File: src/rtl/fetch_unit.sv
// fetch_unit - instruction fetch stage.
//
// Owns the PC, issues one-word fetches to instruction memory under a credit
// limit, tags returning words with their fetch PC and buffers them for decode.
// A redirect from the branch unit retargets the PC, flushes buffered work and
// arranges for every response still outstanding to be discarded on arrival.
//
// Parameters
//   XLEN       address width
//   RESET_PC   PC loaded on reset (4-byte aligned)
//   BUF_DEPTH  instruction buffer entries (power of 2, >= 2); also the limit
//              on outstanding requests plus buffered words
//
// Ports
//   i_clk, i_rst_n              clock (rising edge), async active-low reset
//   o_imem_req / o_imem_addr    fetch request and its address (current PC)
//   i_imem_gnt                  request accepted this cycle
//   i_imem_rvalid/i_imem_rdata  in-order responses, >= 1 cycle after grant
//   i_redirect / i_redirect_pc  taken branch/jump and its target
//   o_valid / o_instr / o_pc    buffered instruction presented to decode
//   i_ready                     decode accepts (o_valid & i_ready pops)
//   o_fetch_fault               only with COTM32_FETCH_ALIGN_CHECK_EN
//
// Build option COTM32_FETCH_ALIGN_CHECK_EN: a misaligned redirect target stops
// fetching and, once all older responses are discarded, presents a fault
// entry (o_valid=1, o_fetch_fault=1, o_pc=target, o_instr=0) that stays up
// until the next redirect. Without the option, target bits [1:0] are cleared.
module fetch_unit #(
    parameter int              XLEN      = 32,
    parameter logic [XLEN-1:0] RESET_PC  = '0,
    parameter int              BUF_DEPTH = 2
) (
    input  logic            i_clk,
    input  logic            i_rst_n,
    output logic            o_imem_req,
    output logic [XLEN-1:0] o_imem_addr,
    input  logic            i_imem_gnt,
    input  logic            i_imem_rvalid,
    input  logic [31:0]     i_imem_rdata,
    input  logic            i_redirect,
    input  logic [XLEN-1:0] i_redirect_pc,
    output logic            o_valid,
    output logic [31:0]     o_instr,
    output logic [XLEN-1:0] o_pc,
    input  logic            i_ready
`ifdef COTM32_FETCH_ALIGN_CHECK_EN
    ,
    output logic            o_fetch_fault
`endif
);

    localparam int          AW      = $clog2(BUF_DEPTH);
    localparam int          CW      = AW + 1;
    localparam logic [CW:0] DEPTH_W = (CW+1)'(BUF_DEPTH);

    // RUN: every response belongs to the current stream.
    // FLUSH: drop_q responses from an abandoned stream are still due.
    typedef enum logic {RUN, FLUSH} state_t;
    state_t state_q, state_d;

    logic [XLEN-1:0] pc_q, pc_d;
    logic [CW-1:0]   inflight_q, inflight_d;   // all outstanding requests, dropped ones included
    logic [CW-1:0]   drop_q, drop_d;
    logic [CW-1:0]   cnt_q, cnt_d;
    logic [AW-1:0]   brd_q, brd_d, bwr_q, bwr_d;   // instruction buffer pointers
    logic [AW-1:0]   qrd_q, qrd_d, qwr_q, qwr_d;   // issued-address queue pointers
    logic            fault_q, fault_d;

    logic [31:0]     buf_instr [BUF_DEPTH];
    logic [XLEN-1:0] buf_pc    [BUF_DEPTH];
    logic [XLEN-1:0] pcq       [BUF_DEPTH];

    logic            grant, push, pop, buf_valid, fault_show;
    logic [XLEN-1:0] tgt;
    logic [CW-1:0]   outstanding;

`ifdef COTM32_FETCH_ALIGN_CHECK_EN
    assign tgt = i_redirect_pc;
`else
    logic unused_tgt_lo;
    assign unused_tgt_lo = ^i_redirect_pc[1:0];
    assign tgt = {i_redirect_pc[XLEN-1:2], 2'b00};
`endif

    assign buf_valid  = (cnt_q != '0);
    assign fault_show = fault_q && (state_q == RUN);

    // Gated by reset directly so that no request is raised while held in reset
    // and the first one appears in the very first cycle after release.
    assign o_imem_req = i_rst_n && !fault_q &&
                        (({1'b0, inflight_q} + {1'b0, cnt_q}) < DEPTH_W);

    assign grant = o_imem_req && i_imem_gnt;
    assign push  = i_imem_rvalid && (state_q == RUN);
    assign pop   = buf_valid && i_ready;

    // Outstanding count after this cycle's grant/response, whatever stream they belong to.
    assign outstanding = inflight_q + CW'(grant) - CW'(i_imem_rvalid);

    always_comb begin
        state_d    = state_q;
        pc_d       = pc_q;
        inflight_d = outstanding;
        drop_d     = drop_q;
        cnt_d      = cnt_q;
        brd_d      = brd_q;
        bwr_d      = bwr_q;
        qrd_d      = qrd_q;
        qwr_d      = qwr_q;
        fault_d    = fault_q;
        if (i_redirect) begin
            // Everything still outstanding, including a same-cycle grant,
            // now belongs to the abandoned stream.
            pc_d   = tgt;
            drop_d = outstanding;
            cnt_d  = '0;
            brd_d  = '0;
            bwr_d  = '0;
            qrd_d  = '0;
            qwr_d  = '0;
`ifdef COTM32_FETCH_ALIGN_CHECK_EN
            fault_d = (i_redirect_pc[1:0] != 2'b00);
`endif
        end else begin
            if (grant) begin
                pc_d  = pc_q + XLEN'(4);
                qwr_d = qwr_q + AW'(1);
            end
            if (i_imem_rvalid && (state_q == FLUSH))
                drop_d = drop_q - CW'(1);
            if (push) begin
                bwr_d = bwr_q + AW'(1);
                qrd_d = qrd_q + AW'(1);
            end
            if (pop)
                brd_d = brd_q + AW'(1);
            cnt_d = cnt_q + CW'(push) - CW'(pop);
        end
        state_d = (drop_d != '0) ? FLUSH : RUN;
    end

    always_ff @(posedge i_clk or negedge i_rst_n) begin
        if (!i_rst_n) begin
            state_q    <= RUN;
            pc_q       <= RESET_PC;
            inflight_q <= '0;
            drop_q     <= '0;
            cnt_q      <= '0;
            brd_q      <= '0;
            bwr_q      <= '0;
            qrd_q      <= '0;
            qwr_q      <= '0;
            fault_q    <= 1'b0;
        end else begin
            state_q    <= state_d;
            pc_q       <= pc_d;
            inflight_q <= inflight_d;
            drop_q     <= drop_d;
            cnt_q      <= cnt_d;
            brd_q      <= brd_d;
            bwr_q      <= bwr_d;
            qrd_q      <= qrd_d;
            qwr_q      <= qwr_d;
            fault_q    <= fault_d;
        end
    end

    // Storage needs no reset: the pointers and count qualify every read.
    always_ff @(posedge i_clk) begin
        if (!i_redirect && push) begin
            buf_instr[bwr_q] <= i_imem_rdata;
            buf_pc[bwr_q]    <= pcq[qrd_q];
        end
        if (!i_redirect && grant)
            pcq[qwr_q] <= pc_q;
    end

    assign o_imem_addr = pc_q;
    assign o_valid     = buf_valid || fault_show;
    assign o_instr     = buf_valid ? buf_instr[brd_q] : 32'h0;
    assign o_pc        = buf_valid ? buf_pc[brd_q] : (fault_show ? pc_q : '0);
`ifdef COTM32_FETCH_ALIGN_CHECK_EN
    assign o_fetch_fault = fault_show;
`endif

endmodule

File: config.mk
export PLATFORM = sky130hd
export DESIGN_NAME = fetch_unit
export DESIGN_NICKNAME = d
export VERILOG_FILES = /design/src/rtl/fetch_unit.sv
export SDC_FILE = /design/constraint.sdc
export NUM_CORES = 1
export LEC_CHECK = 0
export CAP_MARGIN = 20
export CORE_MARGIN = 3
export CORE_UTILIZATION = 66
export CTS_BUF_LIST = sky130_fd_sc_hd__clkbuf_8
export DETAILED_ROUTE_END_ITERATION = 8
export DONT_BUFFER_PORTS = 1
export MAX_ROUTING_LAYER = met4
export PLACE_DENSITY = 0.88
export SLEW_MARGIN = 20
export SYNTH_ARGS = -nofsm -noshare
export SYNTH_HDL_FRONTEND = slang
export SYNTH_SLANG_ARGS = --single-unit
export TNS_END_PERCENT = 5
File: constraint.sdc
create_clock -name i_clk -period 7.03 [get_ports i_clk]
set_input_delay 0 -clock i_clk [delete_from_list [all_inputs] [get_ports i_clk]]
set_output_delay 0 -clock i_clk [all_outputs]
set_load 0.01 [all_outputs]
### Word level (Yosys, flattened, before mapping)

Memories as Yosys holds them, arrays and structs flattened.
Cells that the tools add are included.
Widths: inputs -> output; s select.

| cells by class | value |
|---|---|
| add/sub/neg operators | 11 |
| multipliers | 0 |
| divide/modulo/power cells | 0 |
| order comparisons | 1 |
| eq/ne operators | 0 |
| shift-type cells | 0 |
| multiplexer cells | 20 |
| bitwise gates (word level) | 1 |
| reduce and logical (&&, ||, !) cells | 13 |

Operators by type and width:

| operator | number |
|---|---|
| $mux 32 | 4 |
| $add 32x3->32 const B | 1 |
| $mux 1 | 13 |
| $reduce_bool 2->1 | 5 |
| $logic_and 1x1->1 | 7 |
| $mux 2 | 3 |
| $add 1x1->1 const B | 4 |
| $add 2x1->2 | 2 |
| $sub 2x1->2 | 2 |
| $add 2x2->3 | 1 |
| $lt 3x2->1 const B | 1 |
| $sub 2x1->2 const B | 1 |
| $logic_not 1->1 | 1 |
| $not 1->1 | 1 |

| word-level totals | value |
|---|---|
| register bits after elaboration | 43 |
| latch bits | 0 |
| RAM bits | 192 |
| bits in read-only memories | 0 |
| input port bits | 70 |
| output and inout port bits | 98 |
| word-level logic and storage cells | 58 |
| memories kept | 3 |

Memory list:

| memory | depth | width | rd ports | clocked after memory_dff | wr ports | line | text |
|---|---|---|---|---|---|---|---|
| buf_instr | 2 | 32 | 1 | 0 | 1 | 69 | `logic [31:0] buf_instr [BUF_DEPTH];` |
| buf_pc | 2 | 32 | 1 | 0 | 1 | 70 | `logic [XLEN-1:0] buf_pc [BUF_DEPTH];` |
| pcq | 2 | 32 | 1 | 0 | 1 | 71 | `logic [XLEN-1:0] pcq [BUF_DEPTH];` |

### Depth between registers and ports, before layout

Gate-level depths: netlist (run 1).

| logic depth | value |
|---|---|
| depth after elaboration | 9 |
| depth in mapped cells | 12 |
| mapped depth without buffers | 11 |

### Worst setup path after synthesis (run 1)

Ideal clock, no wire load.

| timing path | value |
|---|---|
| path type | reg-to-reg |
| start | register state_q |
| end | memory buf_instr[1][0], enable pin |
| setup time | 571 ps |
| data arrival time | 5229 ps |
| required time | 6459 ps |
| setup slack | 1230 ps |
| stages on the path, launching flop included | 4 |
| path buffers | 1 |
| clock period less this slack | 5800 ps |
| path through | dfrtp_1 -> nand2b_1 -> clkbuf_1 -> nor3b_1 |

| between the ends | value |
|---|---|
| cells in the longest elaborated chain, start to end | 5 |

RTL lines:

| item | line | text |
|---|---|---|
| start: declaration | 59 | `state_t state_q, state_d;` |
| start signal: assignment | 155 | `state_q <= state_d;` |
| $not 1->1 | 94 | `assign push = i_imem_rvalid && (state_q == RUN);` |
| $logic_and 1x1->1 | 94 |  |
| $logic_and 1x1->1 | 170 | `if (!i_redirect && push) begin` |
| $mux 1 | 170 |  |
| $mux 1 (implied by the code) | 171 | `buf_instr[bwr_q] <= i_imem_rdata;` |
| end: declaration | 69 |  |

Every way passes these cells.

### Worst setup path in the final report (run 1)

| timing path | value |
|---|---|
| start | register cnt_q[0] |
| end | register state_q |

| between the ends | value |
|---|---|
| cells in the longest elaborated chain, start to end | 9 |

RTL lines:

| item | line | text |
|---|---|---|
| start: declaration | 64 | `logic [CW-1:0] cnt_q, cnt_d;` |
| start signal: assignment | 159 | `cnt_q <= cnt_d;` |
| $add 2x2->3 | 91 | `(({1'b0, inflight_q} + {1'b0, cnt_q}) < DEPTH_W);` |
| $lt 3x2->1 | 91 |  |
| $logic_and 1x1->1 | 90 | `assign o_imem_req = i_rst_n && !fault_q &&` |
| $logic_and 1x1->1 | 93 | `assign grant = o_imem_req && i_imem_gnt;` |
| $add 2x1->2 | 98 | `assign outstanding = inflight_q + CW'(grant) - CW'(i_imem_rvalid);` |
| $sub 2x1->2 | 98 |  |
| via inflight_d[1] | 62 | `logic [CW-1:0] inflight_q, inflight_d;` |
| $mux 2 | 111 | `if (i_redirect) begin` |
| $reduce_bool 2->1 | 139 | `state_d = (drop_d != '0) ? FLUSH : RUN;` |
| $mux 1 | 139 |  |
| via state_d | 59 |  |

The timed path passes the listed nets, and every way through them passes these cells.
A chain may end at the register's enable or synchronous reset.

==> results of run 1 <==
## worst max-delay path by stage
| stage | start | end | slack, ps | cells past startpoint |
|---|---|---|---|---|
| 6_report | cnt_q[0] | state_q | 3230 | 11 |
| 5_1_grt | cnt_q[0] | state_q | 3000 | 11 |
| 4_1_cts | cnt_q[0] | state_q | 3240 | 11 |
| 3_5_place_dp | cnt_q[0] | state_q | 3290 | 11 |
| 3_3_place_gp | cnt_q[0] | state_q | 3380 | 11 |
| 2_1_floorplan | state_q | buf_instr[1][0] | 1230 | 3 |
## worst reg2reg max path, cell delays in order (launching register included)
cell	delay, ps
dfrtp_1	420
and2_1	170
fa_1	510
nor4bb_2	920
inv_2	230
ha_1	350
inv_1	40
ha_1	180
xnor2_1	190
xnor2_1	120
nand2_1	100
or3b_2	440
## through the flow
step,hold WS [ps],area [sq um],power (uW),util,setup WS (ps)
floorplan,-296,9210,2240,-,1230
global placement,-294,9360,2370,0.696,3380
detailed placement,-294,9360,2400,0.696,3290
CTS,16.0,10700,3390,0.797,3240
global route,45.8,10700,3560,0.797,3000
finish,37.4,10700,3380,0.797,3230
## power by group through the flow
stage          logic [uW]  registers [uW]  clock network, uW
2_1_floorplan         562            1680                  0
3_3_place_gp          608            1760                  0
3_5_place_dp          629            1770                  0
4_1_cts               684            1740                967
5_1_grt               770            1760               1030
6_report              685            1740                948
## synth_stat cells (2+ instances only)
master,n,area (sq um)
edfxtp_1,184,5530
nor2_1,87,327
mux2i_1,63,631
dfrtp_1,41,1030
mux2_2,30,338
nand2_1,25,93.8
clkbuf_1,19,71.3
o21ai_0,16,80.1
a31oi_1,14,87.6
nand3_1,13,65.1
xnor2_1,11,96.3
nand4_1,10,62.6
o31ai_1,9,67.6
or4_1,9,67.6
xor2_1,9,78.8
inv_1,8,30.0
or3_1,8,50.1
buf_1,7,26.3
nor3_1,7,35.0
and4_1,5,43.8
ha_1,5,62.6
buf_2,4,20.0
buf_4,4,30.0
and2_1,3,18.8
and3_1,3,18.8
nor2b_1,3,18.8
o211ai_1,3,22.5
o41ai_1,3,26.3
nor4_1,2,12.5
nor4bb_1,2,20.0
## cells by family after synthesis
logic type,after synthesis,synth area share
muxes,93,0.105
buffers and inverters,43,0.0197
other,1,0.000408
DFF,225,0.712
and+or+nand+nor,185,0.0983
xor gates and xnor gates,20,0.0190
adders and majority gates,6,0.00897
AOI/OAI and AO/OA,51,0.0363
## placed cells by master, fill, tap and decap left out, types with 4 or more instances in the layout
cell             n
edfxtp_1       184
nand3_1         13
a31oi_1         14
dlygate4sd3_1   69
or4_1            9
xor2_1           9
xnor2_1         11
dfrtp_1         40
clkinv_1         6
conb_1           4
or3_1            8
nand2_1         25
mux2i_1         63
o21ai_0         16
inv_1           18
o31ai_1          9
and4_1           5
nor3_1           5
ha_1             5
nand4_1         10
clkbuf_8        36
mux2_2          30
nor2_1          86
buf_4            6
## metal layers
metal,vias to the layer above,GRT usage
met4,0,0.0917
li1,2503,-
met2,285,0.390
met1,2617,0.303
met5,-,-
met3,42,0.0563
## flip-flops by register name (all words and copies together), names as in the netlist
signal,cells
pcq,60
drop_q,2
o_imem_addr,30
bwr_q,1
state_q,1
brd_q,1
inflight_q,2
buf_pc,60
cnt_q,2
qrd_q,1
buf_instr,64
qwr_q,1
## layout make-up
class	instances	area [sq um]
repair buffers	78	796
fillers	712	2730
multi-input cells	359	2510
clock buffers	36	495
well taps	176	220
inverters	9	33.8
clock inverters	21	113
flip-flops and latches	225	6560
## what timing repair did
item	CTS	global route
hold buffers	72	0
endpoints found under the setup margin	0	0
hold endpoints to repair	168	0
==> flow_metrics.tcl, run 1 <==
set metrics [dict create \
    final_cell_count_no_fill 904 \
    cts_root_buf "clkbuf_8" \
    worst_pin_slew_ps 1070 \
    portBuffers 0 \
    syn-instance-count 624 \
    maxUsedRoutingLayer "met4" \
    holdPathStages 4 \
    min_period_ps 3800 \
    die_y_um 124 \
    r2r_start "cnt_q[0]" \
    grt_antenna_before_repair 0 \
    slowest_stage "nor4bb_2" \
    rsz0062_at_grt "false" \
    cts_tree "done" \
    r2r_cells 11 \
    fin_setup_tns_ps 0 \
    crit_path_end_kind "register" \
    drt_first_pass_iters 5 \
    synth_seq_cells 225 \
    core_area_sq_um 13500 \
    dieArea_sq_um 15400 \
    grt_first_pass_wirelength_um 27700 \
    die_w_um 124 \
    async_reset_ff_frac 0.182 \
    p_int_uw 2370 \
    place_congestion 0.867 \
    cap_violations 0 \
    power_density_nw_per_um2 315 \
    start_util 0.684 \
    synth_ff_type "edfxtp_1" \
    drt-initial-drc-count 439 \
    grt.total_usage 0.242 \
    clock-sinks 225 \
    cts-htree-levels 2 \
    wl_per_cell_um 19.9 \
    critPathRequiredTime_ps 7380 \
    grt_max_degree 64 \
    grt_pass1_vias 5443 \
    post_cts_buffers 0 \
    n_antenna_cell 0 \
    min-delay-start "i_imem_gnt" \
    hpwl_um 10400 \
    dp.cells 775 \
    clock_power_share 0.281 \
    routed_wl_um 18000 \
    maxSlewHeadroom 0.287 \
    antenna_left 0 \
    crit_arrival_ps 4150 \
    synth_edf_count 184 \
    viasPerCell 6.03 \
    ys_types 47 \
    clock_path_buffers 3 \
    finalHoldViolations 0 \
    area_growth_pct 16.5 \
    r2r_end "state_q" \
    drive_gt1_frac 0.125 \
    outcome "completed" \
    critPathTopFamily "simple AND/OR/NAND/NOR gates" \
    worstSkewPairLatency_ps 490 \
    fin_skew_ps 16.2 \
    ios 168 \
    min_to "o_imem_addr[25]" \
    p_leak_uw 0.00367 \
    rrSetupSlack_ps 3230 \
    fin_crit_sh 0.540 \
    grt_overflow 0 \
    p_switching_uw 1010 \
    p_sw_frac 0.298 \
    crit_chain "and2_1 -> fa_1 -> nor4bb_2 -> inv_2 -> ha_1 -> inv_1 -> ha_1 -> xnor2_1 -> xnor2_1 -> nand2_1 -> or3b_2" \
    synth_warnings 0 \
    nets 783 \
    min_path_type "input port to register" \
    cp_slowest_stage_delay_ps 920 \
    wirelength_met1_um 7120 \
    clk_pin_slew_ps 60 \
    yosysSeqAreaShare 0.712 \
    criticalPathCategory "register to register" \
    combPwrFrac 0.203 \
    avgSynthCellArea_sq_um 14.7 \
    synth_area_sq_um 9200 \
    path_buf_inv 2 \
    slew_violations 0 \
    path_max_fanout 9 \
    numCtsBuffers 34 \
    post-route-drc-count 0 \
    met3_length_um 1670 \
    fmax_mhz 263 \
    wl_met2_um 8820 \
    pwr-share-seq 0.516 \
    ir_drop_uv 309 \
    num_rows 42 \
    vias 5447 \
    setup_viol 0 \
    startpoint_type "register" \
    cts_resized 0 \
]
(Power assumes the default switching activity.)
==> inputs of run 2 (changes only) <==
- ABC_AREA: unset -> 1
- CORE_UTILIZATION: 66 -> 59
- PLACE_DENSITY: 0.88 -> 0.84
- clock period: 7.03 -> 3.2 ns (I/O delays scaled with it)
==> run 2 against run 1 <==
- die area grew 17%
- count of clock-buffer cells in the layout grew 2
- critical path depth shrank 1
- synthesized area grew 5.0%
- critical path type unchanged
- largest power group unchanged
==> flow_metrics.tcl, run 2 <==
set metrics [dict create \
    fin_util 0.709 \
    p_leak_uw 0.00435 \
    drive_gt1_frac 0.118 \
    largest_reg_flops 64 \
    clock_path_buffers 3 \
    numCtsBuffers 36 \
    area_growth_pct 16.9 \
    routed_wl_um 21500 \
    drt_first_pass_iters 5 \
    synth_mux_area_frac 0.0350 \
    yosysMostFrequentCell "nand2_1" \
    netlist.area_leader.share 0.572 \
    cap_violations 0 \
    yosys.area_share.simple 0.175 \
    synth_top_family_by_area "simple AND/OR/NAND/NOR gates" \
    n_antenna_cell 0 \
    grt.total_usage 0.251 \
    num_rows 46 \
    dieArea_sq_um 18000 \
    worst_pin_slew_ps 995 \
    path_max_fanout 6 \
    fin_setup_tns_ps 0 \
    synth_warnings 0 \
    ir_drop_uv 532 \
    start_util 0.606 \
    vias 6628 \
    grt_antenna_before_repair 0 \
    report.power.total_uw 7970 \
    fin_crit_sh 0.818 \
    post_dp_cell_area_sq_um 9860 \
    largestRegisters "buf_instr: 64 flops, buf_pc: 60 flops, pcq: 60 flops" \
    synth_ff_type "edfxtp_1" \
    synthAdderAreaFrac 0.00854 \
    core_area_sq_um 15900 \
    rsz0062_at_grt "false" \
    layout_common_cells "nand2_1 (313), edfxtp_1 (184), dlygate4sd3_1 (72), a21oi_1 (65), inv_1 (64)" \
    crit_path_end_kind "register" \
    finalHoldViolations 0 \
    wl_per_cell_um 17.9 \
    power_density_nw_per_um2 706 \
    worstSkewPairLatency_ps 520 \
    cts-htree-levels 2 \
    synth-compound-area-share 0.0501 \
    clk_pin_slew_ps 60 \
    antenna_left 0 \
    finalInstanceArea_sq_um 11300 \
    grt_overflow 0 \
    synth_top_area_cell "edfxtp_1" \
    largest-register "buf_instr" \
    synthTopCellsByCount "nand2_1 (313), edfxtp_1 (184), a21oi_1 (65)" \
    async_reset_ff_frac 0.182 \
    grt_pass1_vias 6594 \
    synth_area_sq_um 9670 \
    die_y_um 134 \
    post_cts_buffers 0 \
    fmax_mhz 382 \
    crit_arrival_ps 3050 \
    hpwl_um 12400 \
    min_period_ps 2620 \
    slew_violations 0 \
    final_cell_count_no_fill 1201 \
    synth_edf_count 184 \
    avgSynthCellArea_sq_um 11.0 \
    ys_types 30 \
    ios 168 \
    portBuffers 0 \
    startpoint_type "register" \
    viasPerCell 5.52 \
    drt-initial-drc-count 451 \
    maxSlewHeadroom 0.334 \
    cts_tree "done" \
    synth_area_leaders "edfxtp_1 (57%), nand2_1 (12%), dfrtp_1 (11%)" \
    place_congestion 0.955 \
    post-route-drc-count 0 \
    synthXorXnorAreaFrac 0.0127 \
    die_w_um 134 \
    fin_skew_ps 25.0 \
    clock-sinks 225 \
    outcome "completed" \
    nets 1039 \
    yosysSeqAreaShare 0.678 \
    min_path_type "input port to register" \
    criticalPathCategory "register to register" \
    cts_root_buf "clkbuf_8" \
    setup_viol 0 \
    grt_max_degree 65 \
    final_common_cell "nand2_1" \
    syn-instance-count 875 \
    grt_first_pass_wirelength_um 34400 \
    dp.cells 1067 \
    synth_seq_cells 225 \
    critPathRequiredTime_ps 3630 \
]
## run 2: cell count changes in the layout (fill, tap and decap cells not counted), sizes merged, moves of 25 or more
cell / change
nor2: -25
a21oi: +65
inv: +47
nand2: +295
mux2i: -63
## run 2: critical path: stages (launching register included)
cell and delay (ps):
dfrtp_1 420, nand2_1 70, inv_1 50, fa_1 480
nor2_1 150, nand3_2 160, ha_1 220, dlygate4sd3_1 570
xnor2_1 250, nand2_1 100, nand4_1 90
## run 2: report_power, final
part | internal, uW | leakage [uW] | switching [uW]
sequential | 3550 | 0.00217 | 340
clock | 1260 | 0.000375 | 1040
combinational | 541 | 0.00181 | 1250
## run 2: kinds of logic (layout without fill, tap and decap cells)
logic type	Yosys count	count (layout)
simple gates	412	412
flops	225	225
buf+inv	94	201
compound gates	93	93
mux	30	30
xor+xnor	14	14
fa+ha+maj	6	6
other cells	1	4
## run 2: path summary, 6_finish.rpt
kind                                  startpoint          endpoint  slack [ps]  cells after the start
worst max-delay path                    cnt_q[0]           state_q         580                     10
worst min-delay path            i_imem_rdata[26]  buf_instr[1][26]         160                      1
worst max register to register          cnt_q[0]           state_q         580                     10
worst min register to register     inflight_q[0]     inflight_q[0]         550                      1
max in group asynchronous                i_rst_n   o_imem_addr[16]        1080                      4
min in group asynchronous                i_rst_n   o_imem_addr[31]         520                      3
## run 2: layer usage
| layer | global-route usage | vias up | wire length (um) |
|---|---|---|---|
| met4 | 0.0926 | 0 | 599 |
| li1 | - | 3101 | - |
| met3 | 0.0645 | 57 | 1940 |
| met5 | - | - | 0 |
| met1 | 0.321 | 3145 | 8740 |
| met2 | 0.393 | 325 | 10200 |
## run 2: cell type report
type                       count  area [sq um]
clock buffer                  38           523
clock inverter                22           144
fill                        1039          4640
inverter                      58           219
multi-input combinational    559          2760
sequential                   225          6550
tap                          216           270
timing repair buffer          83           836
## run 2: repair_timing
| action | CTS | global route |
|---|---|---|
| hold buffers | 74 | 0 |
| gates resized for setup | 0 | 0 |
| hold endpoints to repair | 146 | 0 |
## run 2: per-stage QoR
stage | setup slack, ps | hold slack, ps
after CTS | 639 | 124
final | 583 | 161
after floorplan | -434 | -296
after detailed placement | 817 | -294
after global placement | 885 | -294
after global routing | 413 | 126
==> inputs of run 3 (changes only) <==
- clock period: 3.2 -> 2.39 ns (I/O delays scaled with it)
==> run 3 against run 2 <==
- clock power up 20%
- clock skew shrank 5.9 ps
- core utilization increased by 0.22 points
- non-clock buffer count rose by 3
- largest cell class unchanged
- worst hold slack worse by 38 ps
- sequential share of layout area down 0.18 points
- via count decreased by 1.4%
- flip-flop and latch count unchanged
- routed wire length decreased by 0.97%
- global-route usage down 1.0 points
- largest power group unchanged
- critical path type unchanged
==> flow_metrics.tcl, run 3 (synthesis gave the netlist of run 2 again) <==
set metrics [dict create \
    outcome "completed" \
    startpoint_type "register" \
    finalHoldViolations 0 \
    clock_path_buffers 3 \
    crit_path_end_kind "register" \
    grt_pass1_vias 6499 \
    routed_wl_um 21300 \
    fillers 1051 \
    drive_gt1_frac 0.123 \
    viasPerCell 5.44 \
    dieArea_sq_um 18000 \
    maxSlewHeadroom 0.520 \
    ir_drop_uv 647 \
    die_w_um 134 \
    path_max_fanout 3 \
    crit_chain "nand2_1 -> inv_1 -> fa_1 -> nor2_2 -> nand3_2 -> ha_1 -> inv_1 -> ha_2 -> xnor2_2 -> xnor2_2 -> nand2_1 -> nand4_1" \
    largestRegisters "buf_instr: 64 flops, buf_pc: 60 flops, pcq: 60 flops" \
    grt_antenna_before_repair 0 \
    nets 1041 \
    grt_overflow 0 \
    cts_tree "done" \
    crit_arrival_ps 2680 \
    criticalPathCategory "register to register" \
    p_leak_uw 0.00438 \
    largest_reg_flops 64 \
    wl_per_cell_um 17.7 \
    slew_violations 0 \
    path_buf_inv 2 \
    register_area_sq_um 6550 \
    place_congestion 0.990 \
    min_period_ps 2290 \
    fin_skew_ps 19.1 \
    power_density_nw_per_um2 923 \
    core_area_sq_um 15900 \
    crit_start "cnt_q[0]" \
    critPathRequiredTime_ps 2770 \
    multi_input_area_sq_um 2780 \
    r2r_cells 12 \
    rrSetupSlack_ps 100 \
    setup_viol 0 \
    grt.total_usage 0.241 \
    drt-initial-drc-count 289 \
    cts-htree-levels 2 \
    grt_first_pass_wirelength_um 32900 \
    fin_crit_sh 0.959 \
    die_y_um 134 \
    hpwl_um 12600 \
    num_rows 46 \
    final_common_cell "nand2_1" \
    clock-sinks 225 \
    drt_first_pass_iters 4 \
    clk_pin_slew_ps 60 \
    portBuffers 0 \
    vias 6534 \
    dp.cells 1070 \
    fmax_mhz 437 \
    final_cell_count_no_fill 1201 \
    post-route-drc-count 0 \
    cts_root_buf "clkbuf_8" \
    r2r_end "state_q" \
    antenna_left 0 \
    numCtsBuffers 35 \
    n_antenna_cell 0 \
    area_growth_pct 17.3 \
    worst_pin_slew_ps 719 \
    layout_common_cells "nand2_1 (313), edfxtp_1 (184), dlygate4sd3_1 (69), inv_1 (67), a21oi_1 (65)" \
    largest-register "buf_instr" \
    holdWs_ps 122 \
    slowest_stage "fa_1" \
    start_util 0.606 \
    worstSkewPairLatency_ps 500 \
    grt_max_degree 65 \
    ios 168 \
    min_path_type "input port to asynchronous set/reset pin" \
    cp_slowest_stage_delay_ps 470 \
    cap_violations 0 \
    critPathTopFamily "adder cells" \
    r2r_start "cnt_q[0]" \
]
## run 3: repair_timing
| action | 4_1_cts | 5_1_grt |
|---|---|---|
| resized for setup | 0 | 4 |
| buffers inserted | 0 | 2 |
| endpoints found under the hold margin | 176 | 0 |
| hold buffers | 72 | 0 |
| setup endpoints to repair | 0 | 32 |
## run 3: cell type report
| class | count | area share |
|---|---|---|
| sequential | 225 | 0.578 |
| timing repair buffer | 86 | 0.0817 |
| multi-input combinational | 559 | 0.245 |
| tap | 216 | 0.0238 |
| clock buffer | 37 | 0.0449 |
| clock inverter | 20 | 0.00695 |
| inverter | 58 | 0.0192 |
## run 3: worst max path at each step
stage / end / slack (ps) / depth (start not counted)
after CTS: state_q / 60 / 12
after global routing: state_q / -2 / 12
after global placement: state_q / 160 / 12
after floorplan: buf_instr[0][0] / -230 / 3
final: state_q / 100 / 12
after detailed placement: state_q / 130 / 12
## run 3: through the flow
step	instance area [sq um]	TNS [ps]	util	worst slack (ps)	total power, uW
finish	11300	0	0.711	99.1	10500
global route	11300	-1.96	0.711	-1.96	11000
CTS	11300	0	0.709	59.3	10400
detailed placement	9950	0	0.624	125	7520
global placement	9950	0	0.624	163	7420
floorplan	9690	-30880	-	-234	6870
## run 3: power by group
group          leakage (uW)  internal (uW)  total (uW)  switching [uW]
logic               0.00186            812        2510            1700
clock network      0.000350           1410        2740            1330
registers           0.00217           4760        5210             452
total               0.00438           6980       10500            3480
## run 3: worst min-delay path, delay by kind of cell
kind / cells / cell delay (ps)
buf+inv: 3 / 990
## run 3: metal layers
metal / GRT usage / wire, um / vias to the layer above
met5: - / 0 / -
met4: 0.0960 / 735 / 0
met3: 0.0638 / 1830 / 64
met2: 0.389 / 10400 / 301
met1: 0.293 / 8280 / 3080
li1: - / - / 3089
